$ cat config.mk
export PLATFORM = sky130hd
export DESIGN_NAME = execute_stage2_pipe
export DESIGN_NICKNAME = d
export VERILOG_FILES = /design/src/rtl/execute_stage2_pipe_pkg.sv /design/src/rtl/execute_stage2_pipe_cond_eval.sv /design/src/rtl/execute_stage2_pipe.sv
export SDC_FILE = /design/constraint.sdc
export NUM_CORES = 1
export LEC_CHECK = 0
export ABC_CLOCK_PERIOD_IN_PS = 5550
export CAP_MARGIN = 20
export CORE_MARGIN = 1.5
export CORE_UTILIZATION = 40
export DETAILED_ROUTE_END_ITERATION = 6
export GPL_ROUTABILITY_DRIVEN = 0
export PLACE_DENSITY = 0.77
export SLEW_MARGIN = 20
export SYNTH_ARGS = -nofsm -noshare
export SYNTH_HDL_FRONTEND = slang
export SYNTH_SLANG_ARGS = --single-unit
$ cat constraint.sdc
create_clock -name clock -period 5.55 [get_ports clock]
set_input_delay 0.8325 -clock clock [delete_from_list [all_inputs] [get_ports clock]]
set_output_delay 0.8325 -clock clock [all_outputs]
set_load 0.02 [all_outputs]
$ cat src/rtl/execute_stage2_pipe_pkg.sv
// Shared types for the MaxiCore32 stage-2 slice: opcodes, condition codes,
// load widths, immediate types and the stage state.
package execute_stage2_pipe_pkg;

   typedef enum logic [4:0] {
      OPCODE_NOP    = 5'h00,
      OPCODE_ALU    = 5'h01,
      OPCODE_ALUM   = 5'h02,
      OPCODE_ALUMI  = 5'h03,
      OPCODE_LOAD   = 5'h04,
      OPCODE_LOADI  = 5'h05,
      OPCODE_STORE  = 5'h06,
      OPCODE_BRANCH = 5'h07,
      OPCODE_JUMP   = 5'h08
   } t_opcode;

   typedef enum logic [3:0] {
      COND_AL = 4'h0,
      COND_EQ = 4'h1,
      COND_NE = 4'h2,
      COND_CS = 4'h3,
      COND_CC = 4'h4,
      COND_MI = 4'h5,
      COND_PL = 4'h6,
      COND_VS = 4'h7,
      COND_VC = 4'h8,
      COND_HI = 4'h9,
      COND_LS = 4'hA,
      COND_GE = 4'hB,
      COND_LT = 4'hC,
      COND_GT = 4'hD,
      COND_LE = 4'hE,
      COND_NV = 4'hF
   } t_alu_condition;

   // CW_WORD is a 16-bit halfword; DWORD/QWORD both load the low 32 bits
   localparam logic [1:0] CW_BYTE  = 2'd0;
   localparam logic [1:0] CW_WORD  = 2'd1;
   localparam logic [1:0] CW_DWORD = 2'd2;
   localparam logic [1:0] CW_QWORD = 2'd3;

   typedef enum logic [1:0] {
      IT_UNSIGNED = 2'd0,
      IT_SIGNED   = 2'd1,
      IT_HIGH     = 2'd2,
      IT_LOW      = 2'd3
   } t_immediate_type;

   typedef enum logic {
      RUN      = 1'b0,
      WAIT_MEM = 1'b1
   } t_stage_state;

   localparam logic [31:0] NOP_WORD = {OPCODE_NOP, 27'h0};

   function automatic logic is_alu_op(input logic [4:0] op);
      return (op == OPCODE_ALU) || (op == OPCODE_ALUM) ||
             (op == OPCODE_ALUMI);
   endfunction

endpackage

$ cat src/rtl/execute_stage2_pipe_cond_eval.sv
// Condition-code evaluator: condition + {N,Z,C,V} -> taken.
// Purely combinational so later stages can reuse it.
module execute_stage2_pipe_cond_eval
   import execute_stage2_pipe_pkg::*;
(
   input  logic [3:0] condition,
   input  logic [3:0] flags,
   output logic       taken
);

   logic n, z, c, v;

   assign {n, z, c, v} = flags;

   always_comb begin
      taken = 1'b0;
      case (condition)
         COND_AL: taken = 1'b1;
         COND_EQ: taken = z;
         COND_NE: taken = ~z;
         COND_CS: taken = c;
         COND_CC: taken = ~c;
         COND_MI: taken = n;
         COND_PL: taken = ~n;
         COND_VS: taken = v;
         COND_VC: taken = ~v;
         COND_HI: taken = ~c & ~z;
         COND_LS: taken = c | z;
         COND_GE: taken = ~(n ^ v);
         COND_LT: taken = n ^ v;
         COND_GT: taken = ~z & ~(n ^ v);
         COND_LE: taken = z | (n ^ v);
         default: taken = 1'b0;
      endcase
   end

endmodule

$ cat src/rtl/execute_stage2_pipe.sv
// MaxiCore32 stage 2: flags, branches, load extension, writeback strobes.
// Optional FLAG_SET_SELECT_EN: ALU ops update flags only when bit [24] is set.
module execute_stage2_pipe
   import execute_stage2_pipe_pkg::*;
#(
   parameter int DATA_WIDTH      = 32,
   parameter int ADDR_WIDTH      = 32,
   parameter int REG_INDEX_WIDTH = 4,
   parameter int BRANCH_SHADOW   = 1
) (
   input  logic                       clock,
   input  logic                       reset,
   input  logic                       in_valid,
   output logic                       in_ready,
   input  logic [31:0]                inbound_instruction,
   input  logic [ADDR_WIDTH-1:0]      inbound_address,
   input  logic [DATA_WIDTH-1:0]      data_in,
   input  logic                       data_in_valid,
   output logic                       out_valid,
   input  logic                       out_ready,
   output logic [31:0]                outbound_instruction,
   output logic [ADDR_WIDTH-1:0]      outbound_address,
   output logic                       write,
   output logic [REG_INDEX_WIDTH-1:0] write_index,
   output logic [DATA_WIDTH-1:0]      write_data,
   output logic                       write_immediate,
   output logic [15:0]                write_immediate_data,
   output logic [1:0]                 write_immediate_type,
   output logic                       alu_cycle,
   input  logic [DATA_WIDTH-1:0]      alu_result,
   output logic [DATA_WIDTH-1:0]      alu_result_latched,
   input  logic                       alu_carry_out,
   input  logic                       alu_zero_out,
   input  logic                       alu_neg_out,
   input  logic                       alu_over_out,
   output logic                       alu_carry_in,
   output logic                       jump,
   output logic [3:0]                 flags
);

   t_stage_state               state, state_next;
   logic [7:0]                 shadow;
   logic [4:0]                 opcode;
   logic [REG_INDEX_WIDTH-1:0] index;
   logic                       accept, squash, taken, flag_en;

   assign opcode   = inbound_instruction[31:27];
   assign index    = inbound_instruction[20 +: REG_INDEX_WIDTH];
   assign in_ready = (state == RUN) && (!out_valid || out_ready);
   assign accept   = in_valid && in_ready;
   assign squash   = shadow != 8'd0;

`ifdef FLAG_SET_SELECT_EN
   assign flag_en = inbound_instruction[24];
`else
   assign flag_en = 1'b1;
`endif

   execute_stage2_pipe_cond_eval u_cond_eval (
      .condition (inbound_instruction[15:12]),
      .flags     (flags),
      .taken     (taken)
   );

   function automatic logic [DATA_WIDTH-1:0] load_ext(
      input logic [1:0]  cw,
      input logic        sgn,
      input logic [31:0] d
   );
      logic [63:0] v;
      case (cw)
         CW_BYTE: v = {{56{sgn & d[7]}}, d[7:0]};
         CW_WORD: v = {{48{sgn & d[15]}}, d[15:0]};
         default: v = {{32{sgn & d[31]}}, d[31:0]};
      endcase
      return DATA_WIDTH'(v);
   endfunction

   always_ff @(posedge clock or posedge reset) begin
      if (reset) state <= RUN;
      else       state <= state_next;
   end

   always_comb begin
      state_next = state;
      case (state)
         RUN:
            if (accept && !squash && opcode == OPCODE_LOAD &&
                !data_in_valid)
               state_next = WAIT_MEM;
         WAIT_MEM:
            if (data_in_valid) state_next = RUN;
         default: state_next = RUN;
      endcase
   end

   always_ff @(posedge clock or posedge reset) begin
      if (reset) begin
         out_valid            <= 1'b0;
         outbound_instruction <= NOP_WORD;
         outbound_address     <= '0;
         write                <= 1'b0;
         write_index          <= '0;
         write_data           <= '0;
         write_immediate      <= 1'b0;
         write_immediate_data <= 16'h0;
         write_immediate_type <= IT_UNSIGNED;
         alu_cycle            <= 1'b0;
         alu_result_latched   <= '0;
         alu_carry_in         <= 1'b0;
         jump                 <= 1'b0;
         flags                <= 4'h0;
         shadow               <= 8'd0;
      end else begin
         write           <= 1'b0;
         write_immediate <= 1'b0;
         alu_cycle       <= 1'b0;
         jump            <= 1'b0;
         // the pending load waits in the outbound slot with out_valid low
         if (state == WAIT_MEM) begin
            if (data_in_valid) begin
               write      <= 1'b1;
               write_data <= load_ext(outbound_instruction[26:25],
                                      outbound_instruction[24],
                                      data_in[31:0]);
               out_valid  <= 1'b1;
            end
         end else if (accept) begin
            out_valid            <= 1'b1;
            outbound_instruction <= inbound_instruction;
            outbound_address     <= inbound_address;
            if (squash) begin
               shadow               <= shadow - 8'd1;
               outbound_instruction <= NOP_WORD;
            end else if (opcode == OPCODE_LOAD) begin
               write_index <= index;
               if (data_in_valid) begin
                  write      <= 1'b1;
                  write_data <= load_ext(inbound_instruction[26:25],
                                         inbound_instruction[24],
                                         data_in[31:0]);
               end else begin
                  out_valid <= 1'b0;
               end
            end else if (opcode == OPCODE_LOADI) begin
               write_immediate      <= 1'b1;
               write_index          <= index;
               write_immediate_data <= inbound_instruction[15:0];
               write_immediate_type <= inbound_instruction[26:25];
            end else if (is_alu_op(opcode)) begin
               alu_cycle          <= 1'b1;
               write              <= 1'b1;
               write_index        <= index;
               write_data         <= alu_result;
               alu_result_latched <= alu_result;
               if (flag_en) begin
                  flags <= {alu_neg_out, alu_zero_out,
                            alu_carry_out, alu_over_out};
                  alu_carry_in <= alu_carry_out;
               end
            end else if ((opcode == OPCODE_BRANCH ||
                          opcode == OPCODE_JUMP) && taken) begin
               jump               <= 1'b1;
               alu_result_latched <= alu_result;
               shadow             <= 8'(BRANCH_SHADOW);
               if (inbound_instruction[24]) begin
                  write       <= 1'b1;
                  write_index <= index;
                  write_data  <= DATA_WIDTH'(inbound_address);
               end
            end
         end else if (out_ready) begin
            out_valid <= 1'b0;
         end
      end
   end

endmodule

Word-level counts from Yosys, hierarchy flattened
Index checks and enable logic that the tools add are counted.
Word-level totals
  bits in registers: 169
  output and inout port bits: 161
  word-level logic and storage cells: 160
Cells by class
  add/sub/neg operators: 1
  eq/ne operators: 30
  muxes and demuxes: 62
  bitwise gates (word level): 18
  reductions and logical operators: 33
Operator list (count)
  $mux 32: 13
  $pmux 32 s2: 2
  $mux 8: 5
  $mux 1: 35
  $eq 4x4->1 const B: 7
  $mux 4: 5
  $reduce_and 6->1: 3
  $eq 4x3->1 const B: 4
  $reduce_bool 4->1: 4
  $eq 5x3->1 const B: 3
  $pmux 1 s15: 1
  $eq 5x2->1 const B: 2
  $ne 2x2->1 const B: 5
  $reduce_and 5->1: 2
  $not 1->1: 9
  $eq 4x2->1 const B: 2
  $reduce_bool 8->1: 1
  $sub 8x1->8 const B: 1
  $reduce_and 7->1: 1
  $and 1x1->1: 6
  $logic_and 1x1->1: 6
  $reduce_bool 2->1: 3
  $eq 5x1->1 const B: 1
  $eq 5x4->1 const B: 1
  13 further kinds: 22

Longest topological paths before layout
  depth in word-level cells: 12
  depth in mapped cells: 9
  depth with buffers taken out: 6

Modules after synthesis
From an unflattened synthesis, not the netlist that was laid out.
Unflattened totals
  cells, all modules: 685
  area total of the unflattened synthesis: 7692.4 sq um
Modules (own cells, without submodules)
  execute_stage2_pipe: instances 1, cells each 657, area each 7514.7 sq um
  execute_stage2_pipe_cond_eval: instances 1, cells each 28, area each 177.7 sq um

Least setup slack after synthesis
OpenSTA, ideal clock, no wires.
  kind: input to register
  start point: in inbound_instruction[14]
  end point: reg write_data[0]
  setup time: 0.125 ns
  data arrival time: 2.694 ns
  required time: 5.425 ns
  path slack: 2.731 ns
  stages: 8
  cell sequence: buf_2 > a21boi_0 > a311oi_1 > mux2i_1 > nor2_1 > o31ai_4 > buf_8 > mux2_4
On the way
  cells in the longest elaborated chain, start to end: 5
  elaborated cells on any way between the ends: 19
  classes of those cells: 14 x eq/ne; 1 x mux; 4 x reduce/logical
RTL lines
  start: declaration: RTL line execute_stage2_pipe.sv:15  | input logic [31:0] inbound_instruction,
  $eq 4x4->1, or another cell as far along: RTL line execute_stage2_pipe_cond_eval.sv:17  | case (condition)
  $pmux 1 s15 *: RTL line execute_stage2_pipe_cond_eval.sv:17
  $logic_and 1x1->1 *: RTL line execute_stage2_pipe.sv:162  | opcode == OPCODE_JUMP) && taken) begin
  $reduce_bool 4->1 (no source line) *
  $reduce_and 7->1 (no source line) *
  end signal: assignment: RTL line execute_stage2_pipe.sv:139  | write_data <= load_ext(inbound_instruction[26:25],
  end signal: assignment: RTL line execute_stage2_pipe.sv:154  | write_data <= alu_result;
  end signal: assignment: RTL line execute_stage2_pipe.sv:169  | write_data <= DATA_WIDTH'(inbound_address);
  end: declaration: RTL line execute_stage2_pipe.sv:25  | output logic [DATA_WIDTH-1:0] write_data,
Mark *: on every way between the ends. The rest lies on a longest branch, timed or not.
A chain may end at the register's enable or synchronous reset.

Worst setup path after layout
  start point: in inbound_instruction[29]
  end point: reg write_data[5]
On the way
  cells in the longest elaborated chain, start to end: 9
  elaborated cells on any way between the ends: 22
  classes of those cells: 9 x eq/ne; 6 x mux; 7 x reduce/logical
RTL lines
  $eq 5x1->1 or $eq 5x2->1 (tied branches): RTL line execute_stage2_pipe_pkg.sv:57  | return (op == OPCODE_ALU) || (op == OPCODE_ALUM) ||
  $logic_or 1x1->1 (2 in a row): RTL line execute_stage2_pipe_pkg.sv:57
  $mux 32: RTL line execute_stage2_pipe.sv:150  | end else if (is_alu_op(opcode)) begin
  $mux 32: RTL line execute_stage2_pipe.sv:145  | end else if (opcode == OPCODE_LOADI) begin
  $mux 32: RTL line execute_stage2_pipe.sv:135  | end else if (opcode == OPCODE_LOAD) begin
  $mux 32: RTL line execute_stage2_pipe.sv:132  | if (squash) begin
  $mux 32: RTL line execute_stage2_pipe.sv:128  | end else if (accept) begin
  $mux 32: RTL line execute_stage2_pipe.sv:120  | if (state == WAIT_MEM) begin
  end signal: assignment: RTL line execute_stage2_pipe.sv:123  | write_data <= load_ext(outbound_instruction[26:25],
  end signal: assignment: RTL line execute_stage2_pipe.sv:139
  end signal: assignment: RTL line execute_stage2_pipe.sv:154
Several ways; a longest one is shown, not always the timed one. The select of a mux whose other input is x is not followed.

==> reports/results.tsv <==
metric	value	unit
max_slew_margin	31.6	%
cp.buffers_inverters	2	
post_cts_buffers	0	
worst_setup_path_start_kind	input pin	
cp_top_family	buffers and inverters	
finClkSkew	0.0129	ns
cts_resized	0	
rows	50	
portBuffers	297	
outcome	completed	
power_leakage	0.00531	µW
setup_viol	0	
power_density	369	mW/mm²
start_util	40.8	%
vias	6431	
path_class	input pin to flop	
nets	1117	
viasPerCell	5.25	
pin_count	298	
worstPathRequired	5.85	ns
final_area	0.0113	mm²
ys_seq_elements	168	
worst_pin_slew	1.03	ns
die_w	141	µm
cp_max_fo	45	
min_path_type	flop to flop	
maxCapViolations	0	
arrival	4.05	ns
drv_slew	0	
tns	0	ns
die-area	0.0199	mm²
antenna_left	0	
first_pass_iters	5	
yosys_warnings	0	
ctsHoldBuffers	0	
critPathMaxStageDelay	0.64	ns
synth_top_family_by_area	simple AND/OR/NAND/NOR gates	
syn-cell-area	0.00762	mm²
syn_avg_cell_area	10.9	µm²
drive_gt1_share	13.1	%
ys_seq_area_share	55.1	%
min_period	3.75	ns
cts_max_path_buffers	2	
async_flop_share	100	%
synth_cell_types	64	
end_kind	flop	
h-tree-depth	4	
synthMuxAreaShare	13.6	%
synthCells	700	
core_area	0.0187	mm²
cts-buffers-inserted	17	
antenna_found_initial	0	
cp_slowest_cell	clkdlybuf4s50_1	
grt.overflow.total	0	
clkSinkCount	168	
drt_iter0_drc	377	
place_inst	1194	
n_antenna_cell	0	
clock.fmax	267	MHz
grt_max_degree	104	
synth-edff-count	0	
die_h	141	µm
clock-root-buffer	clkbuf_16	
final.period_utilization	67.5	%
rsz0062_at_grt	false	
post-dp-hpwl	16700	µm
synth_nets	838	
grt_pass1_wl	36600	µm
wl_per_cell	19.2	µm
drcViolationCount	0	
path_clk_slew	0.06	ns
vdd_drop_max	0.000211	V
cts_tree	built	
grt_usage	23.9	%
synth-adder-area-share	0.164	%
placement.cell_area	0.0107	mm²
timing_hold_violations_final	0	
first_global_vias	6475	
syn2layout_area_growth	48.4	%
synth-simple-area-share	14.4	%
final_cells	1226	
utilization	60.5	%
path_cells	clkdlybuf4s50_1, or4b_4, o21a_2, or2_0, o221a_2, o31ai_4, buf_4, mux2_2	
ys.flop_type	dfrtp_1	
routed_wirelength	23500	µm
synthXorXnorAreaFrac	0.230	%
worst_skew_pair.late_latency	0.43	ns
synth_compound_area_share	12.2	%
## cells by family (layout without fill, tap and decap cells)
| logic type | count (synthesis) | in the layout |
|---|---|---|
| buffers and inverters | 68 | 360 |
| xor gates and xnor gates | 2 | 2 |
| DFF | 168 | 168 |
| AOI/OAI and AO/OA | 118 | 118 |
| adders and majority gates | 1 | 1 |
| and+or+nand+nor | 257 | 257 |
| muxes | 86 | 86 |
## per-layer routing
layer / up-vias / global-route usage, % / share of wire [%]
met5: - / 0 / 0
met4: 0 / 7.24 / 1.6
met3: 34 / 6.90 / 8.2
met2: 280 / 39.2 / 48
met1: 3115 / 30.5 / 42
li1: 3002 / - / -
## where the power goes
part,internal (µW),switching (µW),total (µW),leakage [µW]
Clock,609,536,1140,0.000271
Combinational,716,663,1380,0.00283
Sequential,1480,171,1650,0.00221
## cells in the mapped netlist (all sizes together), types with 4 or more instances
master	count	area share, %
nand2	178	8.8
dfrtp	168	55
mux2	77	12
nor2	35	1.7
a22o	26	3.0
clkbuf	25	1.2
inv	22	1.1
buf	21	1.9
a311oi	17	2.0
o21ai	17	1.2
nand3	14	0.92
a31oi	10	0.82
a21oi	9	0.74
mux2i	9	1.2
o211ai	9	0.89
nor3	5	0.33
a21o	4	0.39
a32o	4	0.53
o31ai	4	0.57
## layout by cell type (no fill, tap or decap), types with 2 or more instances in the layout
cell / instances
clkdlybuf4s50_1: 297
nand2_1: 178
dfrtp_1: 168
mux2_2: 55
nor2_1: 35
a22o_1: 26
mux2_4: 21
inv_1: 21
a311oi_1: 17
clkbuf_16: 17
o21ai_0: 16
nand3_1: 14
a31oi_1: 10
mux2i_1: 9
o211ai_1: 9
buf_4: 9
a21oi_1: 7
nor3_1: 5
clkinv_4: 5
a21o_1: 4
a32o_1: 4
and3_1: 3
o31ai_1: 3
inv_6: 3
clkinvlp_4: 3
or4b_4: 2
or4_1: 2
a211oi_1: 2
nor2b_1: 2
o211a_1: 2
and2_1: 2
or3_1: 2
clkbuf_8: 2
## worst min-delay path, stage by stage (launching register included)
cell and delay, ns:
dfrtp_1 0.34, nand2_1 0.05, nand2_1 0.05
## state kept, by name, summed over array words and instances (netlist names)
signal                count
write                     1
write_index               4
jump                      1
shadow                    8
flags                     4
outbound_instruction     32
alu_cycle                 1
write_immediate           1
outbound_address         32
write_immediate_data     16
write_immediate_type      2
write_data               32
alu_result_latched       32
out_valid                 1
state                     1
## final cells by class
type | count | area [µm²]
clock buffers | 19 | 453
inverters | 22 | 87.6
multi-input cells | 464 | 3120
repair buffers | 306 | 3040
well taps | 234 | 293
flip-flops and latches | 168 | 4200
fillers | 1543 | 7390
clock inverters | 13 | 116
## worst paths after layout
check                                          to  slack, ns  cells past startpoint               startpoint
setup / recovery                    write_data[5]       1.80                      8  inbound_instruction[29]
hold / removal                outbound_address[6]       0.47                      2      outbound_address[6]
setup reg to reg           alu_result_latched[25]       2.45                      7                 flags[3]
hold reg to reg               outbound_address[6]       0.47                      2      outbound_address[6]
max in group asynchronous          write_index[2]       3.52                      3                    reset
min in group asynchronous  alu_result_latched[10]       1.01                      2                    reset
## stage by stage
stage / worst slack [ns] / total power [µW] / hold WS (ns)
finish: 1.80 / 4170 / 0.473
global route: 1.66 / 4370 / 0.497
CTS: 1.80 / 4210 / 0.478
detailed placement: 1.35 / 3050 / 0.462
global placement: 1.39 / 3020 / 0.456
floorplan: 0.171 / 2340 / 0.469
Power figures use the tool's default switching activity.
==> patch, RTL diff (same settings) <==
Set the parameter `REG_INDEX_WIDTH` to 6 (it was 4).
--- a/src/rtl/execute_stage2_pipe.sv
+++ b/src/rtl/execute_stage2_pipe.sv
@@ -5,7 +5,7 @@
 #(
    parameter int DATA_WIDTH      = 32,
    parameter int ADDR_WIDTH      = 32,
-   parameter int REG_INDEX_WIDTH = 4,
+   parameter int REG_INDEX_WIDTH = 6,
    parameter int BRANCH_SHADOW   = 1
 ) (
    input  logic                       clock,
Interface: changed (resized write_index); port bits go from 298 to 300. The function was not compared with the original's and may differ.
==> patch against the unedited design <==
Power decreased by 19%; design area increased by 6.1%; sequential cell count increased by 2; routed wire length increased by 18%; sequential power decreased by 13%; sequential share of layout area decreased by 1.7 points; synthesized cell count increased by 20%; synthesized area increased by 8.0%; register-to-register slack got worse by 0.38 ns; via count increased by 20%; setup slack improved by 0.066 ns; clock power increased by 7%.
==> patch: results (changes against the unedited design) <==
** Status
- Outcome :: finished clean

** Global route
- The fraction of met1 tracks used by global routing is 33.94% (+3.4 points).
- GRT Util Overall :: 25.88% (+2.0 points)
- The met3 track demand over resource in global routing came to 6.125% (-0.77 points).

** Placement
- Post-Place Cell Area :: 11400 µm² (+6.1%)
- The count of buffers from port buffering came to 299 (+0.67%).
- The total half-perimeter wirelength after legalization and detailed placement was 19320 µm (+15%).

** Finish
- Fraction of layout cells with a size suffix above 1 :: 10.46% (-2.6 points)
- The net total in the final layout is 1244 (+11%).

** Setup path
- In this run the critical register-to-register path is captured at write_immediate_type[1].
- Worst reg2reg setup slack :: 2.07 ns (-0.38 ns)
- Source of the worst register-to-register timing path :: state
- Worst reg-to-reg path cell count :: 6 (-1)
- The arrival time of the worst setup path came to 3.99 ns (-0.06 ns).
- Crit-path max FO :: 32 (-29%)

** STA
- Worst slack on hold paths :: 0.4759 ns (+0.002761 ns)
- The worst-case clock skew was 0.01358 ns (+0.0006649 ns).
- Transition time of the tightest slew-check pin :: 1.034 ns (+0.008706 ns)

** Routing
- Vias per cell :: 5.572 (+6.2%)
- The DRC violation total after the first TritonRoute iteration came to 585 (+55%).
- 1st-pass router iterations :: 6 (+1)

** Synth
- The synthesized net count came to 975 (+16%).
- Leading post-synthesis cells by instance count :: 171 x sky130_fd_sc_hd__nand2_1, 170 x sky130_fd_sc_hd__dfrtp_1, 55 x sky130_fd_sc_hd__a21oi_1
- The synthesized instance count came to 837 (+20%).
- The number of distinct library cells after synthesis was 66 (+3.1%).

** Worst hold path
- For hold timing, the worst endpoint is outbound_address[5].
patch: where the power goes:
part / internal, mW / switching (mW) / leakage [nW]
logic: 0.350 / 0.378 / 2.78
clock network: 0.652 / 0.564 / 0.286
registers: 1.34 / 0.0823 / 2.19
total: 2.35 / 1.03 / 5.25
patch: worst max path at each step:
stage / startpoint / to / slack (ns) / cells after the start
2_1_floorplan: reset / alu_cycle / 0.11 / 1
5_1_grt: inbound_instruction[27] / alu_result_latched[9] / 1.69 / 6
4_1_cts: inbound_instruction[27] / alu_result_latched[27] / 1.90 / 6
3_3_place_gp: inbound_instruction[27] / alu_result_latched[13] / 1.53 / 6
6_report: inbound_instruction[27] / alu_result_latched[27] / 1.87 / 6
3_5_place_dp: inbound_instruction[27] / alu_result_latched[27] / 1.45 / 6
patch: cell families (layout without fill, tap and decap cells):
logic type,Yosys count,count (layout),synth area share [%]
flops,170,170,51.67
compound gates,208,208,18.33
xor+xnor,2,2,0.2128
fa+ha+maj,1,1,0.1520
buf+inv,96,378,5.167
mux,56,56,7.629
simple gates,304,304,16.84
patch: cell type report:
| cell class | instances | area [µm²] |
|---|---|---|
| clock buffers | 18 | 439.2 |
| clock inverters | 14 | 151.4 |
| fillers | 1719 | 8230 |
| inverters | 36 | 145.1 |
| multi-input cells | 571 | 3601 |
| flip-flops and latches | 170 | 4254 |
| well taps | 270 | 337.8 |
| repair buffers | 310 | 3075 |
patch: worst max-delay path, stage by stage:
cell                              delay [ns]
sky130_fd_sc_hd__clkdlybuf4s50_1        0.65
sky130_fd_sc_hd__nor2_1                 0.17
sky130_fd_sc_hd__or4_1                  0.81
sky130_fd_sc_hd__o2111ai_1              0.25
sky130_fd_sc_hd__and3_2                 0.83
sky130_fd_sc_hd__mux2_2                 0.42
patch: per-stage QoR:
step	util [%]	setup slack, ns
floorplan	-	0.1141
global route	59.32	1.693
finish	59.32	1.869
global placement	56.35	1.526
detailed placement	56.35	1.449
CTS	59.27	1.902
patch: metal layers:
metal / up-vias / part of all wire [%]
met5: - / 0
met4: 0 / 2.4
met3: 47 / 7.6
met2: 340 / 47
met1: 3818 / 43
li1: 3535 / -
